## config.mk

```make
export PLATFORM = sky130hd
export DESIGN_NAME = bcd_mod_step
export DESIGN_NICKNAME = d
export VERILOG_FILES = /design/src/rtl/bcd_div_pkg.sv /design/src/rtl/bcd_mod_step.sv
export SDC_FILE = /design/constraint.sdc
export NUM_CORES = 1
export LEC_CHECK = 0
export CAP_MARGIN = 20
export CORE_ASPECT_RATIO = 1.1
export CORE_UTILIZATION = 62
export DETAILED_ROUTE_END_ITERATION = 8
export PLACE_DENSITY = 0.95
export SETUP_SLACK_MARGIN = 0.5
export SYNTH_ARGS = -nofsm -noshare
export SYNTH_HDL_FRONTEND = slang
export SYNTH_SLANG_ARGS = --single-unit
```

## constraint.sdc

```tcl
create_clock -name vclk -period 16.78
set_input_delay 1.678 -clock vclk [all_inputs]
set_output_delay 1.678 -clock vclk [all_outputs]
set_load 0.01 [all_outputs]
```

## src/rtl/bcd_div_pkg.sv

```systemverilog
// Shared types and helpers for the serial BCD divisibility checker.
package bcd_div_pkg;

  typedef logic [3:0] bcd_t;

  localparam bcd_t BCD_MAX = 4'd9;

  typedef enum logic [1:0] {
    IDLE,
    RUN,
    DONE
  } state_t;

  function automatic logic is_bcd(input bcd_t d);
    return (d <= BCD_MAX);
  endfunction

endpackage

```

## src/rtl/bcd_mod_step.sv

```systemverilog
// One step of the running remainder: (rem*10 + digit) mod div.
// Relies on rem < div, which keeps the quotient below 16, so four
// restoring compare/subtract stages (div<<3 .. div<<0) always finish the
// reduction without a divide operator.
module bcd_mod_step
  import bcd_div_pkg::*;
(
  input  bcd_t rem,
  input  bcd_t digit,
  input  bcd_t div,
  output bcd_t rem_next
);

  logic [7:0] w_work;
  logic [7:0] w_sub;

  // Form rem*10+digit, then strip multiples of div from the largest down
  always_comb begin
    w_work = {1'b0, rem, 3'b000} + {3'b000, rem, 1'b0} + {4'b0000, digit};
    w_sub  = 8'd0;
    for (int k = 3; k >= 0; k--) begin
      w_sub = {4'b0000, div} << k;
      if (w_work >= w_sub) begin
        w_work = w_work - w_sub;
      end
    end
    rem_next = w_work[3:0];
  end

endmodule

```

[After elaboration in Yosys (flattened, before gate mapping)]
Index checks and enable logic that the tools add are counted.
Widths: inputs -> output; s select.
Word-level totals
  bits of input ports: 12
  word-level logic and storage cells: 14
  register bits after elaboration: 0
  output and inout bits: 4
Operators by class
  magnitude comparators: 4
  add/sub/neg operators: 6
  mux-type cells: 4
Operators by type and width (count)
  $mux 8: 3
  $add 7x5->8: 1
  $add 8x4->8: 1
  $ge 8x4->1: 1
  $ge 8x5->1: 1
  $ge 8x6->1: 1
  $ge 8x7->1: 1
  $sub 8x5->8: 1
  $sub 8x6->8: 1
  $sub 8x7->8: 1
  $mux 4: 1
  $sub 4x4->4: 1

[Longest topological paths before layout]
  depth in word-level cells: 10
  mapped depth: 35

[Worst setup path before layout]
No wires, ideal clock.
  path type: input-to-output
  start point: input port rem[0]
  end point: output port rem_next[1]
  required time: 15.102 ns
  buffers on the path: 0
  arrival time: 8.676 ns
  stages: 34
  path slack: 6.426 ns
  cells stage by stage: inv_1 -> fa_1 -> inv_1 -> ha_1 -> a21oi_1 -> nor2b_1 -> nor2_1 -> xnor2_1 -> ha_1 -> a21oi_1 -> o21ai_2 -> o21ai_0 -> nand2_2 -> o21ai_0 -> fa_1 -> nor2b_1 -> o21ai_1 -> nand2b_1 -> or3_1 -> o22ai_4 -> mux2_2 -> inv_1 -> ha_1 -> a21o_1 -> a21o_1 -> a21oi_1 -> and4b_4 -> mux2i_1 -> ha_1 -> a21o_1 -> a21oi_1 -> nor2b_1 -> a2111oi_4 -> mux2_2
On the way
  word-level cells in the longest chain between the ends: 10
  elaborated cells on any way between the ends: 14
  those cells by class: add/sub: 6; order compare: 4; mux: 4
RTL lines
  start, declared: line bcd_mod_step.sv:8  | input bcd_t rem,
  $add 7x5->8 (*): line bcd_mod_step.sv:19  | w_work = {1'b0, rem, 3'b000} + {3'b000, rem, 1'b0} + {4'b0000, digit};
  $add 8x4->8 (*): line bcd_mod_step.sv:19
  $sub 8x7->8 or $ge 8x7->1 (tied branches): line bcd_mod_step.sv:24, bcd_mod_step.sv:23
  $mux 8 (*): line bcd_mod_step.sv:23  | if (w_work >= w_sub) begin
  $sub 8x6->8 or $ge 8x6->1 (tied branches): line bcd_mod_step.sv:24, bcd_mod_step.sv:23
  $mux 8 (*): line bcd_mod_step.sv:23
  $sub 8x5->8 or $ge 8x5->1 (tied branches): line bcd_mod_step.sv:24, bcd_mod_step.sv:23
  $mux 8 (*): line bcd_mod_step.sv:23
  $ge 8x4->1 or $sub 4x4->4 (tied branches): line bcd_mod_step.sv:23, bcd_mod_step.sv:24
  $mux 4 (*): line bcd_mod_step.sv:23
  end, declared: line bcd_mod_step.sv:11  | output bcd_t rem_next
Every way passes the cells marked *; elsewhere a longest branch is shown, timed or not.

[Worst setup path in the final report]
  start point: input port rem[0]
  end point: output port rem_next[2]
The elaborated chain is that of the path after synthesis.

==> summary.md <==
| Metric | Value |
|---|---|
| Status | finished with violations |
| Failing checks | DRC |
| Initial drt markers | 13 |
| Sequential fraction of design power | 0% |
| Overflow after GRT | 0 |
| Internal power | around 160 µW |
| Width of the chip | 43.6 µm |
| Avg Inst Size Synth | ~8.7 µm² |
| Setup bufs post-CTS | 0 |
| CP startpoint kind | primary input |
| Final ANT Viol Nets | 0 |
| RD Place Congestion | 0.883 |
| Register Area | 0 µm² |
| Finished Cell Area | 1360 µm² |
| Crit path arrival time | 10.38 ns |
| Max Fclk | 82.9 MHz |
| Crit path max fanout | 9 |
| Hold EP | rem_next[0] |
| Die H | ~48 µm |
| Leakage | approximately 0.00065 µW |
| Sequential fraction of the synthesis area | 0% |
| Largest net degree at the start of global routing | 10 |
| Worst Setup Path Type | in -> out |
| Req. time, crit path | 15.10 ns |
| FFs & Latches | 0 |
| Worst hold stages | 4 |
| Layout cells sized above 1 | a little under a tenth |
| Main combinational cell family by area after synthesis | adder cells |
| Worst stage delay on the critical path | 0.52 ns |
| Post-synthesis cell count | 136 |
| Max-Cap Viols | 0 |
| RSZ-0062 raised after global routing | false |
| Post-Synth XOR/XNOR Area | 10.5% |
| Setup Viol. Count Final | 0 |
| Final TNS setup | 0 ns |
| Syn-to-layout area delta | 15.5% |
| Sw Share | 48.1% |
| Routed WL per cell | 15.6 µm |
| Family with the most delay on the worst path | compound AO/OA/AOI/OAI gates |
| Syn_nets | approximately 180 |
| Slew @ Worst Pin | around 0.46 ns |
| Dpl cell area | 1360 µm² |
| Period utilization | between 70% and 80% |
| Worst vdd ir | between 200 and 250 µV |
| Crit path buffers/inverters | 5 |
| Warnings from Yosys | 0 |
| Post-place setup slack | ~4.7 ns |
| Row count | 16 |
| Mapped cell area | 1180 µm² |
| Initial antenna violation count | 0 |
| Synth unique cells | 33 |
| Cell area power density | 220 nW/µm² |
| # diodes | 0 |
| Clock network fraction of total power | 0% |
| Nets | 195 |
| Worst Hold Class | in -> out |
| First-pass GRT wire length | between 4000 and 5000 µm |
| CLK BUF | 0 |
| IO buf count | 16 |
| I/O Pins | 16 |
| Post-Route WL | 2660 µm |
| Worst Setup End Kind | output pin |
| CP max stage cell | fa_1 |
| Post_cts resized | 0 |
| DRC viols | 2 |
| Pre-antenna DRT Iters | 6 |
| Slew headroom | 69.2% |
| Final HPWL DP | 2370 µm |
| Starting Density | approximately two thirds |
| Mux contribution to synthesized area | between 10% and 20% |
| Gate power share | 100.0% |
| # fillers | approximately 140 |
| Multi-input gate area | 1110 µm² |
| Vias in the first global route | roughly 1000 |
| Final min period | 12.06 ns |
| Min-delay src | digit[0] |
| P_sw | roughly 140 µW |
| Adder-cell area share of the yosys netlist | roughly a third |
| Count of pins over their slew limit | 0 |
| Synth Area in Compound Gates | 21.0% |
| Total Routing Usage GR | a little over a quarter |
| Worst setup margin | approximately 4.7 ns |
| Cts hold-fix bufs | 0 |
| Via count | 1029 |
| Endpoints failing hold | 0 |
| Synth Area in Simple Gates | between 10 and 15% |
| Full die area | 2080 µm² |
| Routed vias/inst | 6.05 |
| Core area | 1780 µm² |
[per-stage QoR]
step           hold WS (ns)  std cells  util, %  total power (µW)
4_1_cts                4.51        170     76.5               298
3_5_place_dp           4.51        170     76.5               296
5_1_grt                4.53        170     76.5               324
2_1_floorplan          3.53        136        -               222
6_report               4.51        170     76.5               300
3_3_place_gp           4.51        170     76.5               283
[power by group through the flow]
stage	Clock, µW	Sequential (µW)	Combinational, µW
finish	0	0	300
global route	0	0	324
CTS	0	0	298
detailed placement	0	0	296
global placement	0	0	283
floorplan	0	0	222
[placed cells by master (no fill, tap or decap), types with 4 or more instances in the layout]
| cell | Yosys | final |
|---|---|---|
| mux2_2 | 4 | 4 |
| a21o_1 | 8 | 8 |
| nor2_1 | 4 | 4 |
| nor2b_1 | 6 | 6 |
| mux2i_1 | 7 | 7 |
| nand2b_1 | 4 | 4 |
| xor2_1 | 4 | 4 |
| ha_1 | 23 | 23 |
| nand2_1 | 4 | 4 |
| o21ai_0 | 6 | 6 |
| inv_1 | 18 | 18 |
| a21oi_1 | 9 | 9 |
| clkdlybuf4s50_1 | 0 | 16 |
| xnor2_1 | 7 | 7 |
| fa_1 | 6 | 6 |
[kinds of logic (layout without fill, tap and decap cells)]
logic type,Yosys count,count (layout)
adder cells (fa/ha/maj),29,29
AO/OA/AOI/OAI,33,33
AND/OR/NAND/NOR,30,30
buffers and inverters,18,34
XOR/XNOR,12,12
multiplexers,14,14
[cell type report]
type	count	area share, %
inverter	18	4.95
timing repair buffer	16	11.7
tap	18	1.65
multi-input combinational	118	81.7
[worst max-delay path by stage]
stage,start,end,cells past startpoint
3_5_place_dp,rem[0],rem_next[2],36
3_3_place_gp,rem[0],rem_next[2],36
4_1_cts,rem[0],rem_next[1],36
2_1_floorplan,rem[0],rem_next[1],34
5_1_grt,rem[0],rem_next[2],36
6_report,rem[0],rem_next[2],36
[cell usage after synthesis, drive strengths merged]
library cell / n / area (µm²)
a31oi: 2 / 12.5
a21o: 8 / 60.1
mux2i: 7 / 70.1
a21oi: 9 / 45.0
xnor2: 8 / 88.8
fa: 6 / 120
nand4: 1 / 6.26
o21ai: 8 / 43.8
nand4b: 1 / 8.76
o2bb2ai: 1 / 15.0
o211a: 1 / 10.0
or3: 3 / 18.8
nor2: 4 / 15.0
xor2: 4 / 35.0
o22ai: 2 / 26.3
a211oi: 1 / 7.51
ha: 23 / 288
nor3: 3 / 15.0
a2111oi: 1 / 27.5
nand2: 5 / 21.3
mux2: 7 / 90.1
and4b: 1 / 13.8
inv: 18 / 67.6
nor2b: 6 / 37.5
nand3b: 1 / 7.51
nand3: 1 / 5.00
nand2b: 4 / 25.0
[worst min-delay path, stage by stage]
cell and delay [ns]:
clkdlybuf4s50_1 0.47, inv_1 0.13, mux2i_1 0.08, clkdlybuf4s50_1 0.47
[per-layer routing]
layer / routed length [µm] / GRT usage, % / vias up / share of wire [%]
li1: - / - / 520 / -
met4: 50 / 8.75 / 0 / 1.9
met3: 26 / 0 / 4 / 0.98
met5: 0 / 0 / - / 0
met1: 1120 / 30.5 / 488 / 42
met2: 1470 / 55.5 / 17 / 55
(Power assumes the default switching activity.)
